File: config.mk
export PLATFORM = sky130hd
export DESIGN_NAME = spi_master_ctrl
export DESIGN_NICKNAME = d
export VERILOG_FILES = /design/src/rtl/spi_pkg.sv /design/src/rtl/spi_clk_div.sv /design/src/rtl/spi_master_ctrl.sv
export SDC_FILE = /design/constraint.sdc
export NUM_CORES = 1
export LEC_CHECK = 0
export CELL_PAD_IN_SITES_DETAIL_PLACEMENT = 2
export CELL_PAD_IN_SITES_GLOBAL_PLACEMENT = 2
export CORE_UTILIZATION = 42
export CTS_BUF_LIST = sky130_fd_sc_hd__clkbuf_4 sky130_fd_sc_hd__clkbuf_8
export CTS_CLUSTER_DIAMETER = 200
export DETAILED_ROUTE_END_ITERATION = 16
export PLACE_DENSITY = 0.95
export SLEW_MARGIN = 20
export SYNTH_ARGS = -nofsm -noshare
export SYNTH_HDL_FRONTEND = slang
export SYNTH_SLANG_ARGS = --single-unit
export TNS_END_PERCENT = 50
File: constraint.sdc
create_clock -name clk -period 4.6 [get_ports clk]
set_input_delay 0.69 -clock clk [delete_from_list [all_inputs] [get_ports clk]]
set_output_delay 0.69 -clock clk [all_outputs]
set_load 0.005 [all_outputs]
File: src/rtl/spi_pkg.sv
// spi_pkg: shared types and constants for the SPI master controller.
//   spi_state_e : controller state encoding
//   BIT_CNT_W   : width of the per-byte bit counter
//   DEF_DIV / DEF_SETUP / DEF_HOLD : default timing parameters (clk cycles)
package spi_pkg;

  typedef enum logic [2:0] {
    ST_IDLE,
    ST_SETUP,
    ST_SCK_HI,
    ST_SCK_LO,
    ST_NEXT,
    ST_HOLD,
    ST_GAP
  } spi_state_e;

  localparam int unsigned BIT_CNT_W = 3;

  localparam int unsigned DEF_DIV   = 2;
  localparam int unsigned DEF_SETUP = 2;
  localparam int unsigned DEF_HOLD  = 2;

endpackage

File: src/rtl/spi_clk_div.sv
// spi_clk_div: sclk half-period counter.
//   clk, rstn : system clock, asynchronous active-low reset
//   i_load    : restart the half-period (counter reloads to DIV-1)
//   o_expire  : current cycle is the last cycle of the half-period
module spi_clk_div #(
  parameter int unsigned DIV = 2
) (
  input  logic clk,
  input  logic rstn,
  input  logic i_load,
  output logic o_expire
);

  logic [7:0] r_cnt;

  always_ff @(posedge clk or negedge rstn) begin
    if (!rstn) begin
      r_cnt <= '0;
    end else if (i_load) begin
      r_cnt <= 8'(DIV - 1);
    end else if (r_cnt != '0) begin
      r_cnt <= r_cnt - 8'd1;
    end
  end

  assign o_expire = (r_cnt == '0);

endmodule

File: src/rtl/spi_master_ctrl.sv
// spi_master_ctrl: byte-oriented SPI master (mode 0 style, sclk idle low).
//   clk, rstn              : system clock, asynchronous active-low reset
//   req_valid/ready/data/last : byte request; last=1 releases ss after the byte
//   rsp_valid, rsp_data    : one-cycle pulse with the byte captured from miso
//   busy                   : controller not idle
//   ss, sclk, mosi, miso   : SPI bus
// Build option: define SPI_MSB_FIRST_EN to shift/assemble MSB first
// (default build is LSB first).
module spi_master_ctrl
  import spi_pkg::*;
#(
  parameter int unsigned DIV   = DEF_DIV,
  parameter int unsigned SETUP = DEF_SETUP,
  parameter int unsigned HOLD  = DEF_HOLD
) (
  input  logic       clk,
  input  logic       rstn,
  input  logic       req_valid,
  output logic       req_ready,
  input  logic [7:0] req_data,
  input  logic       req_last,
  output logic       rsp_valid,
  output logic [7:0] rsp_data,
  output logic       busy,
  output logic       ss,
  output logic       sclk,
  output logic       mosi,
  input  logic       miso
);

  spi_state_e           r_state;
  logic                 r_ready;
  logic                 r_rsp_valid;
  logic [7:0]           r_rsp_data;
  logic                 r_busy;
  logic                 r_ss;
  logic                 r_sclk;
  logic                 r_mosi;
  logic [7:0]           r_tx;
  logic [7:0]           r_rx;
  logic                 r_last;
  logic [BIT_CNT_W-1:0] r_bit_cnt;
  logic [7:0]           r_phase_cnt;

  logic w_accept;
  logic w_div_load;
  logic w_div_expire;

  // Bit-order helpers: the bit presented next, the remaining bits, and
  // assembly of a received bit.
  function automatic logic first_bit(input logic [7:0] d);
`ifdef SPI_MSB_FIRST_EN
    return d[7];
`else
    return d[0];
`endif
  endfunction

  function automatic logic [7:0] tx_shift(input logic [7:0] d);
`ifdef SPI_MSB_FIRST_EN
    return {d[6:0], 1'b0};
`else
    return {1'b0, d[7:1]};
`endif
  endfunction

  function automatic logic [7:0] rx_shift(input logic [7:0] r, input logic b);
`ifdef SPI_MSB_FIRST_EN
    return {r[6:0], b};
`else
    return {b, r[7:1]};
`endif
  endfunction

  spi_clk_div #(.DIV(DIV)) u_clk_div (
    .clk      (clk),
    .rstn     (rstn),
    .i_load   (w_div_load),
    .o_expire (w_div_expire)
  );

  // Reload the half-period counter on every edge that enters SCK_HI or SCK_LO.
  always_comb begin
    w_accept   = req_valid && r_ready;
    w_div_load = 1'b0;
    case (r_state)
      ST_SETUP:  w_div_load = (r_phase_cnt == '0);
      ST_SCK_HI: w_div_load = w_div_expire;
      ST_SCK_LO: w_div_load = w_div_expire && (r_bit_cnt != '1);
      ST_NEXT:   w_div_load = w_accept;
      default:   w_div_load = 1'b0;
    endcase
  end

  always_ff @(posedge clk or negedge rstn) begin
    if (!rstn) begin
      r_state     <= ST_IDLE;
      r_ready     <= 1'b0;
      r_rsp_valid <= 1'b0;
      r_rsp_data  <= '0;
      r_busy      <= 1'b0;
      r_ss        <= 1'b1;
      r_sclk      <= 1'b0;
      r_mosi      <= 1'b0;
      r_tx        <= '0;
      r_rx        <= '0;
      r_last      <= 1'b0;
      r_bit_cnt   <= '0;
      r_phase_cnt <= '0;
    end else begin
      r_rsp_valid <= 1'b0;
      case (r_state)
        ST_IDLE: begin
          // Ready rises on the first edge out of reset and stays up while idle.
          r_ready <= 1'b1;
          if (w_accept) begin
            r_tx        <= req_data;
            r_last      <= req_last;
            r_ready     <= 1'b0;
            r_busy      <= 1'b1;
            r_ss        <= 1'b0;
            r_phase_cnt <= 8'(SETUP - 1);
            r_state     <= ST_SETUP;
          end
        end
        ST_SETUP: begin
          if (r_phase_cnt == '0) begin
            r_state <= ST_SCK_HI;
            r_sclk  <= 1'b1;
            r_mosi  <= first_bit(r_tx);
            r_tx    <= tx_shift(r_tx);
          end else begin
            r_phase_cnt <= r_phase_cnt - 8'd1;
          end
        end
        ST_SCK_HI: begin
          if (w_div_expire) begin
            r_state <= ST_SCK_LO;
            r_sclk  <= 1'b0;
            r_rx    <= rx_shift(r_rx, miso);
          end
        end
        ST_SCK_LO: begin
          if (w_div_expire) begin
            if (r_bit_cnt == '1) begin
              r_bit_cnt   <= '0;
              r_rsp_valid <= 1'b1;
              r_rsp_data  <= r_rx;
              if (r_last) begin
                r_phase_cnt <= 8'(HOLD - 1);
                r_state     <= ST_HOLD;
              end else begin
                r_ready <= 1'b1;
                r_state <= ST_NEXT;
              end
            end else begin
              r_bit_cnt <= r_bit_cnt + 1'b1;
              r_state   <= ST_SCK_HI;
              r_sclk    <= 1'b1;
              r_mosi    <= first_bit(r_tx);
              r_tx      <= tx_shift(r_tx);
            end
          end
        end
        ST_NEXT: begin
          // Continuation byte: first bit goes straight out from the input.
          if (w_accept) begin
            r_last  <= req_last;
            r_ready <= 1'b0;
            r_state <= ST_SCK_HI;
            r_sclk  <= 1'b1;
            r_mosi  <= first_bit(req_data);
            r_tx    <= tx_shift(req_data);
          end
        end
        ST_HOLD: begin
          if (r_phase_cnt == '0) begin
            r_ss    <= 1'b1;
            r_state <= ST_GAP;
          end else begin
            r_phase_cnt <= r_phase_cnt - 8'd1;
          end
        end
        ST_GAP: begin
          r_busy  <= 1'b0;
          r_ready <= 1'b1;
          r_state <= ST_IDLE;
        end
        default: begin
          r_state <= ST_IDLE;
        end
      endcase
    end
  end

  assign req_ready = r_ready;
  assign rsp_valid = r_rsp_valid;
  assign rsp_data  = r_rsp_data;
  assign busy      = r_busy;
  assign ss        = r_ss;
  assign sclk      = r_sclk;
  assign mosi      = r_mosi;

endmodule

# After elaboration in Yosys (flattened, before gate mapping)
# Cells that the tools add are included.
# word_totals
wordCells	111
input_bits	13
ff_bits	53
output_inout_bits	14
# op_classes
n_mux	47
eq_ne	19
n_reduce_logical	28
n_addsub	3
# op_table
op	count
8-bit 2-to-1 mux	12
8-bit one-hot mux with 4 select lines	1
3-bit 2-to-1 mux	8
8-bit one-hot mux with 3 select lines	1
6-bit AND reduction	4
2-bit != test, second input constant	11
1-bit 2-to-1 mux	18
3-bit one-hot mux with 6 select lines	1
8-bit zero test	2
8-bit by 1-bit subtractor with 8-bit output, second input constant	2
3-bit equality test, second input constant	4
1-bit one-hot mux with 4 select lines	3
4-bit nonzero test	3
5-bit AND reduction	2
2-bit AND reduction	4
8-bit nonzero test	1
3-bit by 2-bit equality test with 1-bit output, second input constant	2
3-bit AND reduction	2
2-bit nonzero test	3
3-bit nonzero test	2
1-bit one-hot mux with 2 select lines	2
2-bit OR reduction	2
3-bit by 1-bit adder with 3-bit output, second input constant	1
3-bit by 1-bit equality test with 1-bit output, second input constant	1
4 further kinds	5

# Logic depth before layout (Yosys ltp)
# Gate-level depths: netlist of run 1.
# depth
depth_word	4
ltp_mapped	6
ltp_nobuf	6

# Cells and area by module
# A second synthesis of run 1 with hierarchy kept.
# hier_totals
hier_cells	261
hier_area_um2	2827.7
# by_module_without_submodules
module	cells_per_inst	n_inst	area_each_um2	seq_area_each_um2
spi_master_ctrl	216	1	2389.8	1127.3
spi_clk_div	45	1	437.9	200.2

# Worst setup path after synthesis of run 1
# No wires, ideal clock.
# synth_timing
path_type	reg2reg
startpoint	register u_clk_div.r_cnt[0]
endpoint	register r_tx[0]
setup_slack_ns	2.414
stages_incl_launch_ff	7
t_arrival_ns	2.062
path_buffers	0
required_ns	4.475
setup_time_ns	0.125
synth_period_minus_slack_ns	2.186
path_cell_list	dfrtp_1 -> inv_1 -> ha_1 -> nor3b_1 -> a2111oi_2 -> a211oi_4 -> mux2_2
# synth_between
elab_chain_cells	3
# synth_rtl
item	line	text
start, declared	spi_clk_div.sv:14	logic [7:0] r_cnt;
start signal, assigned	spi_clk_div.sv:20	r_cnt <= 8'(DIV - 1);
start signal, assigned	spi_clk_div.sv:22	r_cnt <= r_cnt - 8'd1;
8-bit zero test	spi_clk_div.sv:26	assign o_expire = (r_cnt == '0);
2-bit != test (no line)	--	
6-bit AND reduction (no line)	--	
end signal, assigned	spi_master_ctrl.sv:117	r_tx <= req_data;
end signal, assigned	spi_master_ctrl.sv:131	r_tx <= tx_shift(r_tx);
end signal, assigned	spi_master_ctrl.sv:161	r_tx <= tx_shift(r_tx);
end, declared	spi_master_ctrl.sv:39	logic [7:0] r_tx;
# Every way passes these cells.
# A chain may end at the register's enable or synchronous reset.

# Final worst setup path of run 1
# layout_timing
startpoint	register u_clk_div.r_cnt[1]
endpoint	register u_clk_div.r_cnt[1]
# layout_between
elab_chain_cells	4
elab_cells_between_ends	8
classes_between	add/sub: 1; mux: 3; reduce/logical: 4
# layout_rtl
item
parallel branches: the longest is 4 deep, another holds 8-bit by 1-bit subtractor with 8-bit output
# Parallel ways; which one is timed is not known. The select of a mux whose other input is x is not followed.

==> results_tabular.tex, run 1 <==
\begin{tabular}{lr}
\hline
Metric & Value \\
\hline
\multicolumn{2}{l}{\textbf{Status}} \\
Result of the run & complete, no violations \\
\multicolumn{2}{l}{\textbf{Global routing}} \\
Pin count of the biggest net entering global routing & 54 \\
Met3 usage & 0.0527 \\
Number of antenna violations at the first check in global routing & 0 \\
GR met1 Demand/Resource & 0.343 \\
Global-route layer with the greatest usage & met2 \\
Met2 track demand over resource & 0.507 \\
Total Routing Usage GR & 0.285 \\
Via count of the first global-routing pass & 2569 \\
Wire length of the first global-routing pass & 15.0 mm \\
Overall overflow remaining after global route & 0 \\
\multicolumn{2}{l}{\textbf{Floorplan}} \\
Starting utilization of the core area & 0.437 \\
FP Rows & 29 \\
CORE AREA & 6350 um2 \\
Die outline width & 83.3 um \\
Ports placed on the boundary & 27 \\
Die outline area & just under 7000 um2 \\
Die Y-Extent & 83.3 um \\
\multicolumn{2}{l}{\textbf{Yosys}} \\
Post-Synthesis Net Count & between 200 and 300 \\
Ys Warns & 0 \\
Count of different cell masters after synthesis & between 50 and 60 \\
Avg Synthesized Cell Area & between 10 and 15 um2 \\
Top cells by area, synth & sky130\_fd\_sc\_hd\_\_dfrtp\_1, sky130\_fd\_sc\_hd\_\_mux2\_2, sky130\_fd\_sc\_hd\_\_o21ai\_0 \\
Cell taking the most area after synthesis & sky130\_fd\_sc\_hd\_\_dfrtp\_1 \\
Fraction of registers with async set/reset & 1.00 \\
Synth Instances & 253 \\
Predominant post-synthesis flop cell & sky130\_fd\_sc\_hd\_\_dfrtp\_1 \\
Number of enable flip-flop cells after synthesis & 0 \\
Sequential cell area fraction in the yosys report & 0.478 \\
Proportion of netlist area held by the largest area contributor & 0.469 \\
Cell with the most instances after synthesis & sky130\_fd\_sc\_hd\_\_dfrtp\_1 \\
Mapped cell area & 2780 um2 \\
Seq cells post-synth & between 50 and 60 \\
Commonest cells in the synthesized netlist & sky130\_fd\_sc\_hd\_\_dfrtp\_1, sky130\_fd\_sc\_hd\_\_mux2\_2, sky130\_fd\_sc\_hd\_\_o21ai\_0, sky130\_fd\_sc\_hd\_\_a21oi\_1, sky130\_fd\_sc\_hd\_\_nor2\_1 \\
\multicolumn{2}{l}{\textbf{Layout}} \\
Filler cell count in the final layout & 616 \\
Fin nets & 298 \\
Footprint of the multi-input gates & 1380 um2 \\
ANT cells & 0 \\
Proportion of layout cells with a drive suffix above 1 & 0.192 \\
Utilization after layout & 0.505 \\
Post-route cell area & 3210 um2 \\
Area delta synth->final & 15.5\% \\
Final std cells w/o fill & about 360 \\
Register Area & about 1300 um2 \\
\multicolumn{2}{l}{\textbf{CTS}} \\
Number of buffers inserted to repair setup after CTS & 0 \\
Depth of the CTS H-tree & 2 \\
\# clock sinks & 53 \\
Root buffer selected by CTS & sky130\_fd\_sc\_hd\_\_clkbuf\_8 \\
Num CTS Buffers & 5 \\
Clock buffer depth & 2 \\
Hold buffers post-CTS & 0 \\
Insertion delay of the later-clocked pin in the worst-skew pair & 0.34 ns \\
CTS tree & done \\
Clk pin slew, worst setup/hold paths & 0.12 ns \\
Number of instances resized during post-cts repair & 0 \\
\multicolumn{2}{l}{\textbf{Timing}} \\
Relative slew margins & 0.355 \\
Slew Viols, Final & 0 \\
Portion of the clock cycle consumed by the worst path in the final layout & 0.635 \\
Worst Skew & between 0.015 and 0.02 ns \\
Final Critical Period & about 2.9 ns \\
Fmax & 342 MHz \\
Final number of hold-violating endpoints & 0 \\
Summed negative setup slack over all endpoints & 0 ns \\
Final worst slack & 1.68 ns \\
Hold slack & 0.472 ns \\
Actual slew at the worst max-slew pin & 0.965 ns \\
Setup violators final & 0 \\
RSZ-0062 raised after global routing & false \\
\multicolumn{2}{l}{\textbf{Worst setup path}} \\
Critical register-to-register path startpoint & u\_clk\_div.r\_cnt[1] \\
Critical-path cell list & inv\_1 -> ha\_1 -> nor3b\_1 -> nand3\_1 -> o21ai\_1 -> a211oi\_1 \\
CP Capture Type & flip-flop \\
Endpoint required time on the critical path & 4.79 ns \\
Crit Path Category & flip-flop to flip-flop \\
Slowest Stage Delay on Critical Path & 0.80 ns \\
Top cell family by delay on the critical path & simple AND/OR/NAND/NOR gates \\
CP max FO & 8 \\
Origin of the worst setup path & u\_clk\_div.r\_cnt[1] \\
Buffer and inverter count on the worst path & 1 \\
Cell with the largest stage delay on the worst path & sky130\_fd\_sc\_hd\_\_nor3b\_1 \\
CP startpoint kind & flip-flop \\
Worst path arrival time & 3.11 ns \\
\multicolumn{2}{l}{\textbf{Job}} \\
Number of violations of the max-capacitance limit & 0 \\
\multicolumn{2}{l}{\textbf{Placed design}} \\
Number of port buffers & 26 \\
Dpl ws & roughly 1.8 ns \\
GP Congestion & $\sim$0.76 \\
Detailed placement HPWL & 5.61 mm \\
Number of placed instances with taps included & 350 \\
Placement Cell Area & 3110 um2 \\
\multicolumn{2}{l}{\textbf{Drt}} \\
DRC viols & 0 \\
Routed WL & 9.29 mm \\
Iteration count of the initial detailed-routing pass & 4 \\
DRC marker count from the first detailed-route iteration & 120 \\
Per-cell via count in the routed design & 6.27 \\
Antenna-violating nets left & 0 \\
Via count & 2243 \\
Final routed wire length divided by cell count & 25.9 um \\
\multicolumn{2}{l}{\textbf{Power}} \\
Power density over cell area & 576 nW/um2 \\
Power Total & 1.85 mW \\
Leakage component of the power & 1.40 nW \\
Peak supply drop & approximately 250 uV \\
\multicolumn{2}{l}{\textbf{Min path}} \\
Class of the most critical hold timing path & input pin to asynchronous set/reset pin \\
\hline
\end{tabular}
==> worst paths after layout <==
| kind | to | slack, ns | cells past startpoint |
|---|---|---|---|
| max | u_clk_div.r_cnt[1] | 1.68 | 6 |
| min | u_clk_div.r_cnt[1] | 0.47 | 2 |
| max reg2reg | u_clk_div.r_cnt[1] | 1.68 | 6 |
| min reg2reg | rsp_data[5] | 0.53 | 1 |
| max in group asynchronous | rsp_valid | 3.66 | 2 |
| min in group clk | rsp_data[5] | 0.53 | 1 |
==> cell families (layout without fill, tap and decap cells) <==
group,Yosys count,after routing,synth area share
AO/OA/AOI/OAI,68,68,0.165
XOR/XNOR,5,5,0.0158
adder cells (fa/ha/maj),5,5,0.0225
AND/OR/NAND/NOR,67,67,0.144
flip-flops,53,53,0.478
multiplexers,38,38,0.151
buffers and inverters,17,45,0.0234
==> cell usage in the layout, fill, tap and decap left out, drive strengths merged, types with 3 or more instances in the layout <==
master,Yosys,routed
a211oi,8,8
a21o,5,5
a21oi,14,14
a31oi,8,8
and2,3,3
buf,2,3
clkbuf,6,5
clkdlybuf4s50,0,25
dfrtp,52,52
ha,5,5
inv,8,9
mux2,31,31
mux2i,7,7
nand2,11,11
nand2b,7,7
nand3,4,4
nor2,14,14
nor2b,5,5
nor3,6,6
nor4,4,4
o211ai,4,4
o21ai,16,16
xor2,3,3
==> flip-flops by register name (all words and copies together) (netlist names) <==
signal / flops
r_rx: 8
r_bit_cnt: 3
req_ready: 1
busy: 1
u_clk_div.r_cnt: 8
ss: 1
r_tx: 8
mosi: 1
r_phase_cnt: 8
sclk: 1
rsp_valid: 1
r_state: 3
r_last: 1
rsp_data: 8
==> power breakdown <==
part           internal, mW  leakage (nW)  switching [mW]
logic                 0.336         0.677           0.404
registers             0.607         0.678           0.205
clock network         0.111        0.0447           0.185
==> final cells by class <==
| type | instances | area share |
|---|---|---|
| inverter | 9 | 0.0105 |
| clock inverter | 3 | 0.00781 |
| tap | 77 | 0.0301 |
| multi-input combinational | 183 | 0.432 |
| timing repair buffer | 28 | 0.0843 |
| clock buffer | 5 | 0.0215 |
| sequential | 53 | 0.414 |
==> metal layers <==
| metal | up-vias | routed length, um | part of all wire |
|---|---|---|---|
| li1 | 988 | - | - |
| met1 | 1156 | 3840 | 0.41 |
| met2 | 70 | 4800 | 0.52 |
| met3 | 29 | 357 | 0.038 |
| met4 | 0 | 293 | 0.032 |
| met5 | - | 0 | 0 |
==> worst register-to-register path, cell delays in order (launching register included) <==
cell and delay (ns):
sky130_fd_sc_hd__dfrtp_1 0.45, sky130_fd_sc_hd__inv_1 0.13, sky130_fd_sc_hd__ha_1 0.20, sky130_fd_sc_hd__nor3b_1 0.80, sky130_fd_sc_hd__nand3_1 0.34, sky130_fd_sc_hd__o21ai_1 0.69
sky130_fd_sc_hd__a211oi_1 0.17
Note: power is estimated with default switching activity, not from simulation.
==> run 2, diff against run 1 <==
Settings changed: CORE_UTILIZATION 42 to 39, PLACE_DENSITY 0.95 to 0.92.
Clock period 4.6 ns to 2.9 ns, I/O delays scaled along.
==> run 2 against run 1 <==
Global-route usage is 3.0 points lower. Clock skew is 0.0098 ns lower. Worst hold slack worse by 0.32 ns. Critical path depth is 1 higher. Worst setup slack worse by 1.3 ns.
==> results_tabular.tex, run 2 (synthesized netlist as in run 1, its figures left out) <==
\begin{tabular}{lr}
\hline
Metric & Value \\
\hline
\multicolumn{2}{l}{\textbf{Status}} \\
Result of the run & complete, no violations \\
\multicolumn{2}{l}{\textbf{CTS}} \\
Clk pin slew, worst setup/hold paths & 0.11 ns (about the same) \\
Depth of the CTS H-tree & 2 (unchanged) \\
\# clock sinks & 53 (unchanged) \\
Clock buffer depth & 2 (unchanged) \\
CTS tree & done \\
Num CTS Buffers & 5 (unchanged) \\
Root buffer selected by CTS & sky130\_fd\_sc\_hd\_\_clkbuf\_8 \\
Number of instances resized during post-cts repair & 0 (unchanged) \\
Hold buffers post-CTS & 0 (unchanged) \\
Insertion delay of the later-clocked pin in the worst-skew pair & 0.32 ns (-0.02 ns) \\
Number of buffers inserted to repair setup after CTS & 0 (unchanged) \\
\multicolumn{2}{l}{\textbf{Layout}} \\
Utilization after layout & 0.481 (-0.0237) \\
Final std cells w/o fill & 383 (+7.0\%) \\
ANT cells & 0 (unchanged) \\
Most common cell after layout, fill and taps aside & sky130\_fd\_sc\_hd\_\_dfrtp\_1 \\
Fin nets & 304 (+2.0\%) \\
Proportion of layout cells with a drive suffix above 1 & 0.209 (+0.0169) \\
Area delta synth->final & 18.4\% \\
Most frequent cells in the layout & sky130\_fd\_sc\_hd\_\_dfrtp\_1, sky130\_fd\_sc\_hd\_\_mux2\_2, sky130\_fd\_sc\_hd\_\_clkdlybuf4s50\_1 \\
\multicolumn{2}{l}{\textbf{Timing}} \\
Final Critical Period & 2.49 ns (-0.437 ns) \\
Fmax & 402 MHz (+18\%) \\
Final number of hold-violating endpoints & 0 (unchanged) \\
Setup violators final & 0 (unchanged) \\
Worst Skew & 0.00932 ns (-0.00978 ns) \\
Final worst slack & 0.415 ns (-1.26 ns) \\
Summed negative setup slack over all endpoints & 0 ns (unchanged) \\
Actual slew at the worst max-slew pin & 0.766 ns (-0.199 ns) \\
RSZ-0062 raised after global routing & false \\
Slew Viols, Final & 0 (unchanged) \\
Portion of the clock cycle consumed by the worst path in the final layout & 0.857 (+0.222) \\
Relative slew margins & 0.490 (+0.134) \\
\multicolumn{2}{l}{\textbf{Power}} \\
Power Total & 2.94 mW (+59\%) \\
Leakage component of the power & 1.43 nW (+2.4\%) \\
Peak supply drop & 357 uV (+43\%) \\
Power density over cell area & 895 nW/um2 (+55\%) \\
\multicolumn{2}{l}{\textbf{Floorplan}} \\
Die outline width & 86.4 um (+3.7\%) \\
Die Y-Extent & 86.4 um (+3.7\%) \\
Ports placed on the boundary & 27 (unchanged) \\
CORE AREA & 6830 um2 (+7.6\%) \\
FP Rows & 30 (+3.4\%) \\
Starting utilization of the core area & 0.406 (-0.0308) \\
Die outline area & 7460 um2 (+7.5\%) \\
\multicolumn{2}{l}{\textbf{Worst setup path}} \\
CP startpoint kind & flip-flop \\
Worst path arrival time & 2.70 ns (-0.41 ns) \\
Crit Path Category & flip-flop to flip-flop \\
CP max FO & 5 (-3) \\
CP Capture Type & flip-flop \\
Endpoint required time on the critical path & 3.11 ns (-1.68 ns) \\
\multicolumn{2}{l}{\textbf{Drt}} \\
Met2 wire len & 4.47 mm (-7.0\%) \\
DRC viols & 0 (unchanged) \\
Final routed wire length divided by cell count & 22.8 um (-12\%) \\
DRC marker count from the first detailed-route iteration & 54 (-55\%) \\
Via count & 2241 (-0.089\%) \\
Met3 wirelength from detailed routing & 332 um (-7.0\%) \\
Routed WL & 8.75 mm (-5.8\%) \\
Length of routed wiring on met1 & 3.69 mm (-3.8\%) \\
Uppermost signal routing layer after detailed routing & met4 \\
Antenna-violating nets left & 0 (unchanged) \\
Per-cell via count in the routed design & 5.85 (-6.6\%) \\
Iteration count of the initial detailed-routing pass & 6 (+2) \\
\multicolumn{2}{l}{\textbf{Placed design}} \\
GP Congestion & 0.738 (-2.7\%) \\
Number of placed instances with taps included & 375 (+7.1\%) \\
Detailed placement HPWL & 5.76 mm (+2.6\%) \\
Dpl ws & 0.332 ns (-1.44 ns) \\
Number of port buffers & 26 (unchanged) \\
\multicolumn{2}{l}{\textbf{Global routing}} \\
Via count of the first global-routing pass & 2590 (+0.82\%) \\
Number of antenna violations at the first check in global routing & 0 (unchanged) \\
Overall overflow remaining after global route & 0 (unchanged) \\
Wire length of the first global-routing pass & 14.4 mm (-4.1\%) \\
Total Routing Usage GR & 0.255 (-0.0299) \\
Pin count of the biggest net entering global routing & 28 (-48\%) \\
\multicolumn{2}{l}{\textbf{Job}} \\
Number of violations of the max-capacitance limit & 0 (unchanged) \\
\multicolumn{2}{l}{\textbf{Min path}} \\
Class of the most critical hold timing path & input pin to asynchronous set/reset pin \\
\hline
\end{tabular}
-- run 2: changes by cell type in the layout (fill, tap and decap cells not counted), sizes merged --
cell and change:
buf +6
-- run 2: final cells by class --
type	instances	area [um2]
clock inverter	3	25.0
clock buffer	5	68.8
fill	720	3540
tap	96	120
multi-input combinational	183	1380
timing repair buffer	34	328
inverter	9	33.8
sequential	53	1330
-- run 2: report_power, final --
| part | leakage [nW] | total [mW] | switching, mW | internal, mW |
|---|---|---|---|---|
| combinational | 0.711 | 1.24 | 0.679 | 0.558 |
| sequential | 0.678 | 1.24 | 0.277 | 0.964 |
| clock | 0.0447 | 0.464 | 0.289 | 0.176 |
| total | 1.43 | 2.94 | 1.24 | 1.70 |
-- run 2: per-layer routing --
metal  vias to the layer above  GRT usage
met5                         -          0
met4                         0     0.0924
met3                        32     0.0571
met2                        59      0.452
met1                      1149      0.305
li1                       1001          -
-- run 2: worst paths after layout --
kind / endpoint / from / depth (start not counted) / slack, ns
hold / removal: r_phase_cnt[6] / rstn / 1 / 0.15
setup reg to reg: mosi / u_clk_div.r_cnt[0] / 7 / 0.41
setup / recovery: mosi / u_clk_div.r_cnt[0] / 7 / 0.41
max in group asynchronous: rsp_valid / rstn / 2 / 2.16
min in group clk: r_tx[6] / r_tx[6] / 1 / 0.52
hold reg to reg: r_tx[6] / r_tx[6] / 1 / 0.52
-- run 2: critical path, stage by stage, from the launching register on --
cell	delay [ns]
sky130_fd_sc_hd__dfrtp_1	0.41
sky130_fd_sc_hd__inv_1	0.15
sky130_fd_sc_hd__ha_1	0.22
sky130_fd_sc_hd__nor3b_1	0.38
sky130_fd_sc_hd__buf_4	0.22
sky130_fd_sc_hd__nand4_1	0.28
sky130_fd_sc_hd__o21ai_0	0.35
sky130_fd_sc_hd__mux2_2	0.37
-- run 2: through the flow --
stage / instance area (um2) / hold WS, ns
final: 3290 / 0.147
after global routing: 3290 / 0.196
after CTS: 3290 / 0.168
after detailed placement: 3190 / 0.505
after global placement: 3190 / 0.484
after floorplan: 2780 / 0.139
==> run 3, diff against run 2 <==
Settings changed: ABC_AREA set to 1, CORE_UTILIZATION 39 to 35, SLEW_MARGIN 20 to unset.
==> run 3 against run 2 <==
Non-clock buffer count shrank 6. Area after synthesis grew 4.6%. Register-to-register slack better by 0.48 ns. Critical path type unchanged. Largest cell class unchanged. Die area rose by 16%. Count of clock-buffer cells in the layout increased by 1. Synthesized cell count up 49%. Clock power down 5.8%. Total power is 59% lower. Utilization decreased by 5.8 points. Flip-flop and latch count is the same. Clock skew up 0.0057 ns. Highest routed layer unchanged.
==> results_tabular.tex, run 3 <==
\begin{tabular}{lr}
\hline
Metric & Value \\
\hline
\multicolumn{2}{l}{\textbf{Timing}} \\
Actual slew at the worst max-slew pin & 0.493 ns (-0.272 ns) \\
Summed negative setup slack over all endpoints & 0 ns (unchanged) \\
Portion of the clock cycle consumed by the worst path in the final layout & 0.692 (-0.165) \\
Final number of hold-violating endpoints & 0 (unchanged) \\
Final Critical Period & 2.01 ns (-0.478 ns) \\
Fmax & 498 MHz (+24\%) \\
RSZ-0062 raised after global routing & false \\
Slew Viols, Final & 0 (unchanged) \\
Relative slew margins & 0.671 (+0.181) \\
Worst Skew & 0.0150 ns (+0.00569 ns) \\
Setup violators final & 0 (unchanged) \\
\multicolumn{2}{l}{\textbf{Floorplan}} \\
Ports placed on the boundary & 27 (unchanged) \\
Starting utilization of the core area & 0.368 (-0.0381) \\
FP Rows & 32 (+6.7\%) \\
Die outline area & 8670 um2 (+16\%) \\
CORE AREA & 7890 um2 (+15\%) \\
Die outline width & 93.1 um (+7.8\%) \\
Die Y-Extent & 93.1 um (+7.8\%) \\
\multicolumn{2}{l}{\textbf{Placed design}} \\
Number of port buffers & 26 (unchanged) \\
GP Congestion & 0.832 (+13\%) \\
Detailed placement HPWL & 6.30 mm (+9.3\%) \\
\multicolumn{2}{l}{\textbf{CTS}} \\
Root buffer selected by CTS & sky130\_fd\_sc\_hd\_\_clkbuf\_8 \\
Number of buffers inserted to repair setup after CTS & 0 (unchanged) \\
Num CTS Buffers & 5 (unchanged) \\
Number of instances resized during post-cts repair & 0 (unchanged) \\
Insertion delay of the later-clocked pin in the worst-skew pair & 0.32 ns (about the same) \\
Depth of the CTS H-tree & 2 (unchanged) \\
Hold buffers post-CTS & 0 (unchanged) \\
Clk pin slew, worst setup/hold paths & 0.11 ns (about the same) \\
Clock buffer depth & 2 (unchanged) \\
CTS tree & done \\
\# clock sinks & 53 (unchanged) \\
\multicolumn{2}{l}{\textbf{Worst setup path}} \\
Most frequent cell on the critical path & sky130\_fd\_sc\_hd\_\_nand2\_1 \\
Crit Path Category & flip-flop to flip-flop \\
Slowest Stage Delay on Critical Path & 0.66 ns (+0.25 ns) \\
Worst path arrival time & 2.21 ns (-0.49 ns) \\
Worst r2r dst & r\_tx[2] \\
CP max FO & 12 (+7) \\
R2r setup slk & 0.89 ns (+0.48 ns) \\
Critical register-to-register path startpoint & r\_state[2] \\
Number of cell instances on the worst register-to-register path & 7 (unchanged) \\
Critical-path cell list & inv\_2 -> nand2\_2 -> inv\_1 -> o21ai\_1 -> nand3\_2 -> nand2\_1 -> nand2\_1 \\
Cell with the largest stage delay on the worst path & sky130\_fd\_sc\_hd\_\_dfrtp\_1 \\
CP startpoint kind & flip-flop \\
CP Capture Type & flip-flop \\
Endpoint required time on the critical path & 3.10 ns (about the same) \\
\multicolumn{2}{l}{\textbf{Layout}} \\
Most frequent cells in the layout & sky130\_fd\_sc\_hd\_\_nand2\_1, sky130\_fd\_sc\_hd\_\_dfrtp\_1, sky130\_fd\_sc\_hd\_\_nor2\_1 \\
Proportion of layout cells with a drive suffix above 1 & 0.133 (-0.0764) \\
Area delta synth->final & 15.0\% \\
ANT cells & 0 (unchanged) \\
Most common cell after layout, fill and taps aside & sky130\_fd\_sc\_hd\_\_nand2\_1 \\
Fin nets & 424 (+39\%) \\
\multicolumn{2}{l}{\textbf{Drt}} \\
Via count & 2573 (+15\%) \\
Met3 wirelength from detailed routing & 292 um (-12\%) \\
Antenna-violating nets left & 0 (unchanged) \\
Met2 wire len & 4.48 mm (+0.25\%) \\
Uppermost signal routing layer after detailed routing & met4 \\
Iteration count of the initial detailed-routing pass & 4 (-2) \\
Per-cell via count in the routed design & 5.06 (-14\%) \\
Final routed wire length divided by cell count & 17.0 um (-26\%) \\
DRC viols & 0 (unchanged) \\
Length of routed wiring on met1 & 3.74 mm (+1.3\%) \\
DRC marker count from the first detailed-route iteration & 78 (+44\%) \\
Routed WL & 8.66 mm (-0.99\%) \\
\multicolumn{2}{l}{\textbf{Min path}} \\
Class of the most critical hold timing path & input pin to asynchronous set/reset pin \\
\multicolumn{2}{l}{\textbf{Global routing}} \\
Overall overflow remaining after global route & 0 (unchanged) \\
Wire length of the first global-routing pass & 14.6 mm (+1.1\%) \\
Pin count of the biggest net entering global routing & 33 (+18\%) \\
Total Routing Usage GR & 0.218 (-0.0370) \\
Number of antenna violations at the first check in global routing & 0 (unchanged) \\
Via count of the first global-routing pass & 2997 (+16\%) \\
\multicolumn{2}{l}{\textbf{Yosys}} \\
Count of different cell masters after synthesis & 31 (-43\%) \\
Sequential cell area fraction in the yosys report & 0.457 (-0.0212) \\
Commonest cells in the synthesized netlist & sky130\_fd\_sc\_hd\_\_nand2\_1, sky130\_fd\_sc\_hd\_\_dfrtp\_1, sky130\_fd\_sc\_hd\_\_nor2\_1, sky130\_fd\_sc\_hd\_\_inv\_1, sky130\_fd\_sc\_hd\_\_nand3\_1 \\
Top cells by area, synth & sky130\_fd\_sc\_hd\_\_dfrtp\_1, sky130\_fd\_sc\_hd\_\_nand2\_1, sky130\_fd\_sc\_hd\_\_nor2\_1 \\
Avg Synthesized Cell Area & 7.73 um2 (-30\%) \\
Predominant post-synthesis flop cell & sky130\_fd\_sc\_hd\_\_dfrtp\_1 \\
Fraction of registers with async set/reset & 1.00 (unchanged) \\
Cell taking the most area after synthesis & sky130\_fd\_sc\_hd\_\_dfrtp\_1 \\
Cell with the most instances after synthesis & sky130\_fd\_sc\_hd\_\_nand2\_1 \\
Number of enable flip-flop cells after synthesis & 0 (unchanged) \\
Mapped cell area & 2910 um2 (+4.6\%) \\
Post-Synthesis Net Count & 394 (+45\%) \\
Proportion of netlist area held by the largest area contributor & 0.448 (-0.0208) \\
Ys Warns & 0 (unchanged) \\
Synth Instances & 376 (+49\%) \\
Seq cells post-synth & 53 (unchanged) \\
\multicolumn{2}{l}{\textbf{Power}} \\
Leakage component of the power & 1.72 nW (+20\%) \\
Power Total & 1.22 mW (-59\%) \\
Power density over cell area & 365 nW/um2 (-59\%) \\
Peak supply drop & 140 uV (-61\%) \\
\multicolumn{2}{l}{\textbf{Status}} \\
Result of the run & complete, no violations \\
\multicolumn{2}{l}{\textbf{Job}} \\
Number of violations of the max-capacitance limit & 0 (unchanged) \\
\hline
\end{tabular}
==> run 3: cell count changes after synthesis, sizes merged, moves of 8 or more <==
cell / previous run / this run
a21oi: 14 / 4
a31oi: 8 / 0
inv: 8 / 39
mux2: 31 / 1
nand2: 11 / 151
nand3: 4 / 27
nor2: 14 / 50
==> run 3: worst max path at each step <==
stage,cells past startpoint,endpoint,start
2_1_floorplan,8,r_tx[7],r_bit_cnt[0]
3_3_place_gp,8,r_tx[7],req_valid
3_5_place_dp,8,r_tx[1],req_valid
4_1_cts,7,r_tx[2],r_state[2]
5_1_grt,7,r_tx[2],r_state[2]
6_report,7,r_tx[2],r_state[2]
==> run 3: cell type report <==
cell class,instances,area (um2)
well taps,102,128
clock inverters,2,10.0
multi-input cells,279,1380
clock buffers,6,76.3
repair buffers,28,270
inverters,39,146
fillers,934,4550
flip-flops and latches,53,1330
==> run 3: cell families after synthesis <==
family                   share of synthesized area
buffers and inverters                       0.0672
flip-flops                                   0.457
AND/OR/NAND/NOR                              0.357
XOR/XNOR                                    0.0241
multiplexers                               0.00388
AO/OA/AOI/OAI                               0.0693
adder cells (fa/ha/maj)                     0.0215
==> run 3: worst max-delay path, delay by kind of cell (launching register included) <==
| family | cells | cell delay, ns |
|---|---|---|
| flops | 1 | 0.66 |
| compound gates | 1 | 0.19 |
| simple gates | 4 | 0.76 |
| buf+inv | 2 | 0.29 |
==> run 3: report_power, final <==
part	internal [mW]	leakage, nW	switching (mW)
clock network	0.178	0.0484	0.259
registers	0.739	0.694	0.000172
logic	0.0182	0.978	0.0249
==> run 3: metal layers <==
layer  vias to the layer above  track usage
li1                       1228            -
met1                      1296        0.256
met2                        36        0.393
met3                        13       0.0463
met4                         0       0.0744
met5                         -            0
==> run 3: per-stage QoR <==
step                      utilization  setup WS (ns)  std cells  instance area (um2)  hold slack (ns)
after floorplan                     -           1.43        376                 2910            0.139
after global placement          0.413           1.03        501                 3250            0.443
after detailed placement        0.413          0.909        501                 3250            0.448
after CTS                       0.424          0.945        509                 3340           0.0973
after global routing            0.424          0.862        509                 3340            0.108
final                           0.424          0.893        509                 3340           0.0896
